## config.mk

```make
export PLATFORM = sky130hd
export DESIGN_NAME = nibble_serial_sub_flat
export DESIGN_NICKNAME = d
export VERILOG_FILES = /design/src/rtl/nibble_serial_sub_if.sv /design/src/rtl/nibble_serial_sub.sv /design/src/flat_wrapper.sv
export SDC_FILE = /design/constraint.sdc
export NUM_CORES = 1
export LEC_CHECK = 0
export CORE_ASPECT_RATIO = 1.75
export CORE_MARGIN = 8
export CORE_UTILIZATION = 25
export CTS_BUF_LIST = sky130_fd_sc_hd__clkbuf_4 sky130_fd_sc_hd__clkbuf_8
export DETAILED_ROUTE_END_ITERATION = 8
export SLEW_MARGIN = 25
export SYNTH_ARGS = -nofsm -noshare
export SYNTH_HDL_FRONTEND = slang
export SYNTH_SLANG_ARGS = --single-unit
```

## constraint.sdc

```tcl
create_clock -name clk -period 2.75 [get_ports clk]
set_input_delay 0.275 -clock clk [delete_from_list [all_inputs] [get_ports clk]]
set_output_delay 0.275 -clock clk [all_outputs]
set_load 0.005 [all_outputs]
```

## src/rtl/nibble_serial_sub_if.sv

```systemverilog
// -----------------------------------------------------------------------------
// nibble_serial_sub_if
// Handshake and operand/result bundle for nibble_serial_sub.
//   start, A, B, b_in : request and operands (driven by the requester)
//   busy, done        : operation in flight / one-cycle completion pulse
//   F, b_out          : registered difference and borrow out
//   zero, neg, ovf    : result flags, present only when SUB_FLAGS_EN is defined
// Modports: master (requester side), slave (subtractor side).
// -----------------------------------------------------------------------------
interface nibble_serial_sub_if #(
    parameter int WIDTH = 16
);
    logic             start;
    logic [WIDTH-1:0] A;
    logic [WIDTH-1:0] B;
    logic             b_in;
    logic             busy;
    logic             done;
    logic [WIDTH-1:0] F;
    logic             b_out;
`ifdef SUB_FLAGS_EN
    logic             zero;
    logic             neg;
    logic             ovf;
`endif

`ifdef SUB_FLAGS_EN
    modport master (output start, A, B, b_in,
                    input  busy, done, F, b_out, zero, neg, ovf);
    modport slave  (input  start, A, B, b_in,
                    output busy, done, F, b_out, zero, neg, ovf);
`else
    modport master (output start, A, B, b_in,
                    input  busy, done, F, b_out);
    modport slave  (input  start, A, B, b_in,
                    output busy, done, F, b_out);
`endif
endinterface

```

## src/rtl/nibble_serial_sub.sv

```systemverilog
// -----------------------------------------------------------------------------
// nibble_serial_sub
// Multi-cycle subtractor: F = A - B - b_in, computed one 4-bit nibble per
// clock (LSB nibble first) through a 4-bit carry-lookahead stage fed with A,
// ~B and a registered carry. A result takes WIDTH/4 cycles after acceptance.
//
// Ports:
//   clk  : clock, rising edge
//   rst  : asynchronous, active-high reset
//   bus  : nibble_serial_sub_if.slave (start/A/B/b_in in, busy/done/F/b_out out)
//
// Optional feature: define SUB_FLAGS_EN to add registered zero/neg/ovf flags.
// -----------------------------------------------------------------------------
module nibble_serial_sub #(
    parameter int WIDTH = 16
) (
    input  logic                 clk,
    input  logic                 rst,
    nibble_serial_sub_if.slave   bus
);
    localparam int N     = WIDTH / 4;
    localparam int CNT_W = (N > 1) ? $clog2(N) : 1;

    typedef enum logic [1:0] {
        IDLE = 2'd0,
        RUN  = 2'd1,
        DONE = 2'd2
    } state_t;

    state_t           state;
    logic [WIDTH-1:0] ar;
    logic [WIDTH-1:0] br;
    logic [WIDTH-1:0] sr;
    logic [WIDTH-1:0] f_r;
    logic             c;
    logic             b_out_r;
    logic             busy_r;
    logic             done_r;
    logic [CNT_W-1:0] cnt;

`ifdef SUB_FLAGS_EN
    // Operand sign bits, kept until completion for the overflow flag.
    logic a_msb;
    logic b_msb;
    logic zero_r;
    logic neg_r;
    logic ovf_r;
`endif

    // 4-bit carry-lookahead add: returns {c4, s[3:0]}.
    function automatic logic [4:0] cla4(input logic [3:0] a,
                                        input logic [3:0] b,
                                        input logic       cin);
        logic [3:0] g;
        logic [3:0] p;
        logic [4:0] cy;
        g     = a & b;
        p     = a ^ b;
        cy[0] = cin;
        cy[1] = g[0] | (p[0] & cin);
        cy[2] = g[1] | (p[1] & g[0]) | (p[1] & p[0] & cin);
        cy[3] = g[2] | (p[2] & g[1]) | (p[2] & p[1] & g[0])
              | (p[2] & p[1] & p[0] & cin);
        cy[4] = g[3] | (p[3] & g[2]) | (p[3] & p[2] & g[1])
              | (p[3] & p[2] & p[1] & g[0]) | (p[3] & p[2] & p[1] & p[0] & cin);
        return {cy[4], p ^ cy[3:0]};
    endfunction

    logic [4:0]       step;
    logic [WIDTH-1:0] f_next;
    logic             last;
    logic             accept;

    assign step   = cla4(ar[3:0], br[3:0], c);
    // New nibble enters at the top; after N shifts the LSB nibble sits at bit 0.
    assign f_next = {step[3:0], sr[WIDTH-1:4]};
    assign last   = (cnt == CNT_W'(N - 1));
    assign accept = bus.start && ((state == IDLE) || (state == DONE));

    always_ff @(posedge clk or posedge rst) begin
        if (rst) begin
            state   <= IDLE;
            ar      <= '0;
            br      <= '0;
            sr      <= '0;
            f_r     <= '0;
            c       <= 1'b0;
            b_out_r <= 1'b0;
            busy_r  <= 1'b0;
            done_r  <= 1'b0;
            cnt     <= '0;
`ifdef SUB_FLAGS_EN
            a_msb   <= 1'b0;
            b_msb   <= 1'b0;
            zero_r  <= 1'b0;
            neg_r   <= 1'b0;
            ovf_r   <= 1'b0;
`endif
        end else begin
            done_r <= 1'b0;
            if (accept) begin
                // Subtraction as A + ~B + ~b_in.
                ar     <= bus.A;
                br     <= ~bus.B;
                c      <= ~bus.b_in;
                cnt    <= '0;
                busy_r <= 1'b1;
                state  <= RUN;
`ifdef SUB_FLAGS_EN
                a_msb  <= bus.A[WIDTH-1];
                b_msb  <= bus.B[WIDTH-1];
`endif
            end else begin
                case (state)
                    RUN: begin
                        ar  <= ar >> 4;
                        br  <= br >> 4;
                        sr  <= f_next;
                        c   <= step[4];
                        cnt <= cnt + CNT_W'(1);
                        if (last) begin
                            f_r     <= f_next;
                            b_out_r <= ~step[4];
                            busy_r  <= 1'b0;
                            done_r  <= 1'b1;
                            state   <= DONE;
`ifdef SUB_FLAGS_EN
                            zero_r  <= (f_next == '0);
                            neg_r   <= f_next[WIDTH-1];
                            ovf_r   <= (a_msb ^ b_msb) & (f_next[WIDTH-1] ^ a_msb);
`endif
                        end
                    end
                    default: state <= IDLE;
                endcase
            end
        end
    end

    assign bus.busy  = busy_r;
    assign bus.done  = done_r;
    assign bus.F     = f_r;
    assign bus.b_out = b_out_r;
`ifdef SUB_FLAGS_EN
    assign bus.zero  = zero_r;
    assign bus.neg   = neg_r;
    assign bus.ovf   = ovf_r;
`endif
endmodule

```

## src/flat_wrapper.sv

```systemverilog
// flat-port wrapper written by rule: the top's interface ports become plain ports
module nibble_serial_sub_flat 
#(
    parameter int WIDTH = 16
)
  (clk, rst, bus_start, bus_A, bus_B, bus_b_in, bus_busy, bus_done, bus_F, bus_b_out);
  nibble_serial_sub_if #(.WIDTH(WIDTH)) bus_i ();
  input  logic clk;
  input  logic rst;
  input wire logic [$bits(bus_i.start)-1:0] bus_start;
  input wire logic [$bits(bus_i.A)-1:0] bus_A;
  input wire logic [$bits(bus_i.B)-1:0] bus_B;
  input wire logic [$bits(bus_i.b_in)-1:0] bus_b_in;
  output wire logic [$bits(bus_i.busy)-1:0] bus_busy;
  output wire logic [$bits(bus_i.done)-1:0] bus_done;
  output wire logic [$bits(bus_i.F)-1:0] bus_F;
  output wire logic [$bits(bus_i.b_out)-1:0] bus_b_out;
  assign bus_i.start = bus_start;
  assign bus_i.A = bus_A;
  assign bus_i.B = bus_B;
  assign bus_i.b_in = bus_b_in;
  assign bus_busy = bus_i.busy;
  assign bus_done = bus_i.done;
  assign bus_F = bus_i.F;
  assign bus_b_out = bus_i.b_out;
  nibble_serial_sub #(.WIDTH(WIDTH)) u_core (.clk(clk), .rst(rst), .bus(bus_i));
endmodule
```

# After elaboration in Yosys (flattened, before gate mapping)
# Index checks and enable logic that the tools add are counted.
[totals]
output_inout_bits = 19
mem_bits_ro = 0
latch_bits = 0
register_bits = 72
inputBits = 36
mem_count = 0
ramBits = 0
[op_classes]
div_mod_pow = 0
mux = 17
bitwise = 33
eq_ne = 4
addsub = 1
shift = 0
reduce_logical = 8
multipliers = 0
order_cmp = 0
[ops]
columns = ["op", "count"]
rows = [
  ["2-to-1 mux 16 bit", 4],
  ["bitwise AND 1 bit", 16],
  ["NOT 16 bit", 1],
  ["2-to-1 mux 2 bit", 5],
  ["bitwise OR 1 bit", 10],
  ["2-to-1 mux 1 bit", 8],
  ["XOR 4 bit", 2],
  ["bitwise AND 4 bit", 1],
  ["equality test 2 bit, second input constant", 2],
  ["AND reduction 2 bit", 2],
  ["nonzero test 2 bit", 2],
  ["!= test 3 x 1 -> 1 bit, second input constant", 1],
  ["NOT 1 bit", 3],
  ["AND reduction 3 bit", 1],
  ["adder 2 x 1 -> 2 bit, second input constant", 1],
  ["equality test 2 x 1 -> 1 bit, second input constant", 1],
  ["logical NOT 2 bit", 1],
  ["logical AND 1 bit", 1],
  ["logical OR 1 bit", 1],
]

# Logic depth before layout (Yosys ltp)
# Gate-level depths: netlist (run 1).
[depth]
ltp_word = 8
mapped_depth = 5

# Worst setup path before layout (run 1)
# Ideal clock, no wire load.
[synth_timing]
kind = "register to register"
start = "reg u_core.br[0]"
end = "reg u_core.sr[14]"
path_stages_with_launch = 5
path_slack_ns = 1.237
arrival_time_ns = 1.418
setup_ns = 0.095
required_ns = 2.655
cell_sequence = "dfrtp_1 -> ha_1 -> a211oi_1 -> nor2_1 -> o31ai_1"
[synth_between]
elab_chain_cells = 5
[synth_lines]
columns = ["item", "line_no", "source"]
rows = [
  ["from (decl)", "nibble_serial_sub.sv:32", "logic [WIDTH-1:0] br;"],
  ["from (signal assigned)", "nibble_serial_sub.sv:104", "br <= ~bus.B;"],
  ["from (signal assigned)", "nibble_serial_sub.sv:117", "br <= br >> 4;"],
  ["bitwise AND 4 bit / XOR 4 bit (equally long branches)", "nibble_serial_sub.sv:57, nibble_serial_sub.sv:58", ""],
  ["bitwise AND 1 bit", "nibble_serial_sub.sv:61", "cy[2] = g[1] | (p[1] & g[0]) | (p[1] & p[0] & cin);"],
  ["bitwise OR 1 bit / bitwise AND 1 bit (equally long branches)", "nibble_serial_sub.sv:61", ""],
  ["bitwise OR 1 bit *", "nibble_serial_sub.sv:61", ""],
  ["XOR 4 bit *", "nibble_serial_sub.sv:66", "return {cy[4], p ^ cy[3:0]};"],
  ["to (signal assigned)", "nibble_serial_sub.sv:118", "sr <= f_next;"],
  ["to (decl)", "nibble_serial_sub.sv:33", "logic [WIDTH-1:0] sr;"],
]
# Every way passes the cells marked *; elsewhere a longest branch is shown, timed or not.
# A chain may end at the register's enable or synchronous reset.

# Final worst setup path (run 1)
[layout_timing]
start = "reg u_core.state[0]"
end = "reg u_core.br[8]"
[layout_between]
elab_chain_cells = 4
[layout_lines]
columns = ["item", "line_no", "source"]
rows = [
  ["from (decl)", "nibble_serial_sub.sv:30", "state_t state;"],
  ["from (signal assigned)", "nibble_serial_sub.sv:82", "state <= IDLE;"],
  ["from (signal assigned)", "nibble_serial_sub.sv:108", "state <= RUN;"],
  ["from (signal assigned)", "nibble_serial_sub.sv:126", "state <= DONE;"],
  ["equality test 2 bit / logical NOT 2 bit (equally long branches)", "nibble_serial_sub.sv:78", "assign accept = bus.start && ((state == IDLE) || (state == DONE));"],
  ["logical OR 1 bit", "nibble_serial_sub.sv:78", ""],
  ["logical AND 1 bit", "nibble_serial_sub.sv:78", ""],
  ["2-to-1 mux 16 bit / nonzero test 2 bit (equally long branches)", "--", ""],
]
# Several ways; a longest one is shown, not always the timed one.

==> flow_summary.json, run 1 <==
{
  "drv_cap": 0,
  "netlist_top_cells_count": "68 x sky130_fd_sc_hd__dfrtp_1, 53 x sky130_fd_sc_hd__nand2_1, 13 x sky130_fd_sc_hd__nor2_1",
  "clk_root_buffer_cell": "sky130_fd_sc_hd__clkbuf_8",
  "sequential_cell_area_sq_um": 1700,
  "core-area_sq_um": 11500,
  "hold_class": "in -> async",
  "design.die.area_sq_um": 15500,
  "worst_setup_path_end_kind": "flop",
  "synth.most_common_cell": "sky130_fd_sc_hd__dfrtp_1",
  "drtAntennaViolNets": 0,
  "tritoncts": "yes",
  "via_per_inst": 4.63,
  "timing_worst_slew_pin_value_ns": 0.669,
  "globalRouteOverflowTotal": 0,
  "timing.critical_path.arrival_ns": 2.01,
  "synth_nets": 301,
  "clkTransAtPathRegs_ns": 0.07,
  "floorplan.io_pins": 55,
  "htree_num_levels": 3,
  "numCtsBuffers": 9,
  "area_of_the_multi_input_gates_sq_um": 1080,
  "synth_seq_cells": 68,
  "fmax_mhz": 559,
  "detail_route.iter0.violations": 124,
  "dr_total_vias": 2092,
  "synth_seq_area_share": 0.585,
  "synth_warnings": 0,
  "ys_dominant_reg_cell": "sky130_fd_sc_hd__dfrtp_1",
  "initial_core_util": 0.254,
  "relative_slew_slack": 0.554,
  "fin_skew_ns": 0.00879,
  "syn_inst": 259,
  "fillerInstances": 1162,
  "post-place-ws_ns": 0.846,
  "outcome": "finished, final reports clean",
  "clock-sinks": 68,
  "cts.hold.buffers_added": 0,
  "report.final.setup_viol": 0,
  "areaGrowthSynthToFinish_pct": 29.9,
  "power_per_cell_area_nw_per_um2": 1150,
  "path_class": "reg -> reg",
  "clk_path_buf_depth": 2,
  "gp_routability_congestion": 0.759,
  "first_global_vias": 2220,
  "dp_hpwl_mm": 4.89,
  "timing.critical_path.from_type": "flop",
  "first_pass_grt_wire_length_mm": 11.2,
  "drive_above_1_share": 0.117,
  "synth_top_cell_area_share": 0.585,
  "average_wire_length_per_cell_after_detail_routing_um": 14.9,
  "pin_count_of_the_biggest_net_entering_global_routing": 39,
  "postLayoutSetupSlackWorst_ns": 0.960,
  "grt_setup_unrepaired": "no",
  "finalHoldViolations": 0,
  "detail_route.drc_violations": 0,
  "die_h_um": 159,
  "finalWirelength_mm": 6.75,
  "die_width_um": 97.5,
  "final.min_clock_period_ns": 1.79,
  "postSynth.asyncResetShare": 1.00,
  "std_cell_rows": 52,
  "timing.final.crit_share": 0.651,
  "synth_edf_count": 0,
  "clock_insertion_delay_worst_skew_ns": 0.34,
  "p_leak_uw": 0.00173,
  "port_buffers": 54,
  "worstPathMaxFanout": 30,
  "num_antenna_cells": 0,
  "detailedRoute.firstPassIterationCount": 4,
  "globalRouteTotalUtil": 0.0903,
  "mappedNetlistArea_sq_um": 2910,
  "ys_types": 38,
  "setup_tns_ns": 0,
  "grt_antenna_before_repair": 0,
  "post-cts-setup-buffers": 0,
  "synth_top_cells_by_area": "sky130_fd_sc_hd__dfrtp_1 59%, sky130_fd_sc_hd__nand2_1 6.8%, sky130_fd_sc_hd__mux2_2 4.6%",
  "num-nets-final": 355,
  "synth_largest_area_cell": "sky130_fd_sc_hd__dfrtp_1",
  "worst_supply_voltage_drop_on_vdd_v": 0.000542,
  "post_cts.resized_instances": 0,
  "worstPathRequired_ns": 2.97,
  "syn_avg_cell_area_sq_um": 11.2,
  "timing.final.max_slew_violations": 0
}
[state kept, by name, indices dropped and copies added (netlist names)]
register and count:
u_core.c 1, u_core.bus.b_out 1, u_core.ar 16, u_core.state 2
u_core.bus.F 16, u_core.bus.busy 1, u_core.cnt 2, u_core.bus.done 1
u_core.br 16, u_core.sr 12
[per-layer routing]
layer | track usage | part of all wire | vias up
met3 | 0.0287 | 0.045 | 14
met1 | 0.105 | 0.44 | 1010
met2 | 0.144 | 0.48 | 54
met4 | 0.0522 | 0.034 | 0
li1 | - | - | 1014
met5 | 0 | 0 | -
[report_power, final]
group          internal (uW)  switching (uW)  total (uW)
clock                    421             370         791
combinational            893             915        1810
sequential              1460             284        1740
total                   2770            1570        4340
[per-stage QoR]
step / utilization / instance area, sq um / hold slack (ns) / instances / power (uW)
2_1_floorplan: - / 2910 / 0.357 / 259 / 2940
3_3_place_gp: 0.314 / 3590 / 0.458 / 437 / 3530
3_5_place_dp: 0.314 / 3590 / 0.460 / 437 / 3600
4_1_cts: 0.330 / 3780 / 0.372 / 452 / 4400
5_1_grt: 0.330 / 3780 / 0.407 / 452 / 4710
6_report: 0.330 / 3780 / 0.354 / 452 / 4340
[layout make-up]
class / instances / area share
sequential: 68 / 0.450
multi-input combinational: 167 / 0.287
timing repair buffer: 60 / 0.162
tap: 135 / 0.0447
clock buffer: 10 / 0.0348
clock inverter: 5 / 0.0142
inverter: 7 / 0.00696
[final timing paths]
check                           startpoint         endpoint  slack, ns  cells past startpoint
hold / removal                         rst  u_core.bus.F[3]       0.35                      2
setup reg to reg           u_core.state[0]     u_core.br[8]       0.96                      4
max in group asynchronous              rst     u_core.ar[8]       1.76                      3
hold reg to reg               u_core.sr[6]     u_core.sr[6]       0.48                      2
min in group clk              u_core.sr[6]     u_core.sr[6]       0.48                      2
setup / recovery           u_core.state[0]     u_core.br[8]       0.96                      4
[cells by family after synthesis]
kind of cell,count (synthesis),synth area share
fa+ha+maj,6,0.0284
mux,21,0.0775
xor+xnor,1,0.00301
compound gates,49,0.127
flops,68,0.585
simple gates,90,0.137
buf+inv,24,0.0417
[worst max-delay path, stage by stage, from the launching register on]
cell	delay, ns
sky130_fd_sc_hd__dfrtp_1	0.46
sky130_fd_sc_hd__and2b_1	0.51
sky130_fd_sc_hd__buf_12	0.26
sky130_fd_sc_hd__nor2_4	0.12
sky130_fd_sc_hd__a221o_1	0.32
[placed cells by master, fill, tap and decap left out, drive strengths merged, types with 6 or more instances in the layout]
cell,instances
buf,6
mux2,12
dfrtp,68
inv,7
o21ai,7
a22oi,8
nand2,53
mux2i,9
clkdlybuf4s50,54
nand3,11
a221o,10
nor2,14
clkbuf,10
Power figures use the tool's default switching activity.
==> run 2, diff against run 1 <==
Clock period 2.75 ns to 1.83 ns, I/O delays scaled along.
==> run 2 against run 1 <==
  * Non-clock buffer count grew 9
  * Combinational power up 59%
  * Cell count rose by 2.0%
  * Flip-flop and latch count did not move
  * Design area rose by 2.0%
  * Critical path depth is 1 higher
  * Sequential power rose by 50%
  * Global-route usage is 0.18 points higher
  * Power increased by 54%
  * Clock skew is essentially flat
  * Worst setup slack lost 0.70 ns
==> flow_summary.json, run 2 (synthesized netlist as in run 1, its figures left out) <==
{
  "outcome": "finished, final reports clean",
  "dp_hpwl_mm": 5.05,
  "clk_root_buffer_cell": "sky130_fd_sc_hd__clkbuf_8",
  "power.sequential.fraction": 0.391,
  "fin_cells": 461,
  "areaGrowthSynthToFinish_pct": 32.5,
  "globalRouteOverflowTotal": 0,
  "intPower_uw": 4320,
  "clock-sinks": 68,
  "layout_commonest_cell": "sky130_fd_sc_hd__dfrtp_1",
  "crit_family": "simple AND/OR/NAND/NOR gates",
  "die_width_um": 97.5,
  "cts.hold.buffers_added": 0,
  "swShare": 0.354,
  "critical_path.n_buffers_inverters": 1,
  "dr_total_vias": 2118,
  "timing.final.crit_share": 0.857,
  "worstPathRequired_ns": 2.12,
  "comb_power_share": 0.430,
  "pin_count_of_the_biggest_net_entering_global_routing": 69,
  "worst-r2r-setup-slack_ns": 0.26,
  "postLayoutSetupSlackWorst_ns": 0.262,
  "htree_num_levels": 3,
  "crit_path_max_incr_delay_ns": 0.47,
  "fmax_mhz": 638,
  "timing.final.max_slew_violations": 0,
  "worst_r2r_startpoint": "u_core.br[0]",
  "drtAntennaViolNets": 0,
  "timing_worst_slew_pin_value_ns": 0.390,
  "initial_core_util": 0.254,
  "detail_route.iter0.violations": 104,
  "worstPathMaxFanout": 6,
  "first_global_vias": 2317,
  "gp_routability_congestion": 0.817,
  "design.die.area_sq_um": 15500,
  "r2r_end": "u_core.bus.F[15]",
  "relative_slew_slack": 0.739,
  "cp_slowest_cell": "sky130_fd_sc_hd__or4_1",
  "placedCellCount": 446,
  "grt_setup_unrepaired": "no",
  "post-route-util": 0.337,
  "design_power_total_uw": 6680,
  "numCtsBuffers": 9,
  "num_antenna_cells": 0,
  "drive_above_1_share": 0.141,
  "fin_skew_ns": 0.00848,
  "via_per_inst": 4.59,
  "post-place-ws_ns": 0.268,
  "floorplan.io_pins": 55,
  "die_h_um": 159,
  "p_leak_uw": 0.00177,
  "hold_class": "in -> async",
  "detail_route.drc_violations": 0,
  "p_clk_frac": 0.179,
  "grt_antenna_before_repair": 0,
  "report.final.setup_viol": 0,
  "std_cell_rows": 52,
  "final.min_clock_period_ns": 1.57,
  "finalWirelength_mm": 6.71,
  "post_cts.resized_instances": 0,
  "clock_insertion_delay_worst_skew_ns": 0.35,
  "finalHoldViolations": 0,
  "r2r.worst_path.cells": 5,
  "path_class": "reg -> reg",
  "timing.critical_path.from_type": "flop",
  "clkTransAtPathRegs_ns": 0.07,
  "final_cell_mix": "68 x sky130_fd_sc_hd__dfrtp_1, 54 x sky130_fd_sc_hd__clkdlybuf4s50_1, 53 x sky130_fd_sc_hd__nand2_1",
  "power_per_cell_area_nw_per_um2": 1730,
  "num-nets-final": 364,
  "globalRouteTotalUtil": 0.0922,
  "worst_setup_path_end_kind": "flop",
  "crit_path_cell_trace": "ha_1 > a211oi_1 > buf_4 > or4_1 > nand3_1",
  "detailedRoute.firstPassIterationCount": 5,
  "switching_power_uw": 2370,
  "tritoncts": "yes",
  "port_buffers": 54,
  "clk_path_buf_depth": 2,
  "first_pass_grt_wire_length_mm": 11.4,
  "timing.critical_path.arrival_ns": 1.86,
  "core-area_sq_um": 11500,
  "setup_tns_ns": 0,
  "worst_supply_voltage_drop_on_vdd_v": 0.000656,
  "post-cts-setup-buffers": 0,
  "average_wire_length_per_cell_after_detail_routing_um": 14.5,
  "drv_cap": 0
}
-- run 2: cell count changes in the layout (fill, tap and decap cells not counted), sizes merged --
cell,change
buf,+9
clkinv,-1
clkinvlp,+2
inv,-1
-- run 2: power by group through the flow --
stage	Clock [uW]	Combinational [uW]	Sequential, uW
CTS	1250	2960	2620
global placement	0	2860	2620
floorplan	0	1880	2530
finish	1200	2880	2610
global route	1290	3250	2700
detailed placement	0	2960	2640
-- run 2: area by class of cell --
type                    instances  area, sq um
well taps                     135          169
clock inverters                 5         52.6
clock buffers                  10          138
flip-flops and latches         68         1700
fillers                      1188         7600
inverters                       7         30.0
multi-input cells             167         1080
repair buffers                 69          678
-- run 2: routing by layer --
metal	global-route usage	share of wire	up-vias
met4	0.0457	0.018	0
li1	-	-	1035
met3	0.0282	0.045	14
met5	0	0	-
met2	0.160	0.53	44
met1	0.0993	0.41	1025
-- run 2: worst max path at each step --
stage                       startpoint               end  slack, ns  depth (start not counted)
after floorplan           u_core.br[0]     u_core.sr[14]       0.32                          4
after global placement       bus_start      u_core.br[0]       0.29                          5
after detailed placement  u_core.br[0]     u_core.sr[15]       0.27                          5
after CTS                 u_core.br[0]     u_core.sr[15]       0.26                          5
after global routing      u_core.br[0]     u_core.sr[15]       0.12                          5
final                     u_core.br[0]  u_core.bus.F[15]       0.26                          5
-- run 2: tightest hold or removal path, cell delays in order --
cell and delay [ns]:
sky130_fd_sc_hd__clkdlybuf4s50_1 0.44, sky130_fd_sc_hd__clkinvlp_4 0.09, sky130_fd_sc_hd__buf_12 0.29
-- run 2: per-stage QoR --
step	instance area (sq um)	hold WS, ns
floorplan	2910	0.265
global placement	3660	0.456
detailed placement	3660	0.465
CTS	3850	0.281
global route	3850	0.325
finish	3850	0.270
==> run 3, diff against run 2 <==
Settings changed: SLEW_MARGIN 25 to default.
==> results of run 3 <==
Final layout, timing and power as in run 2 (identical DEF).
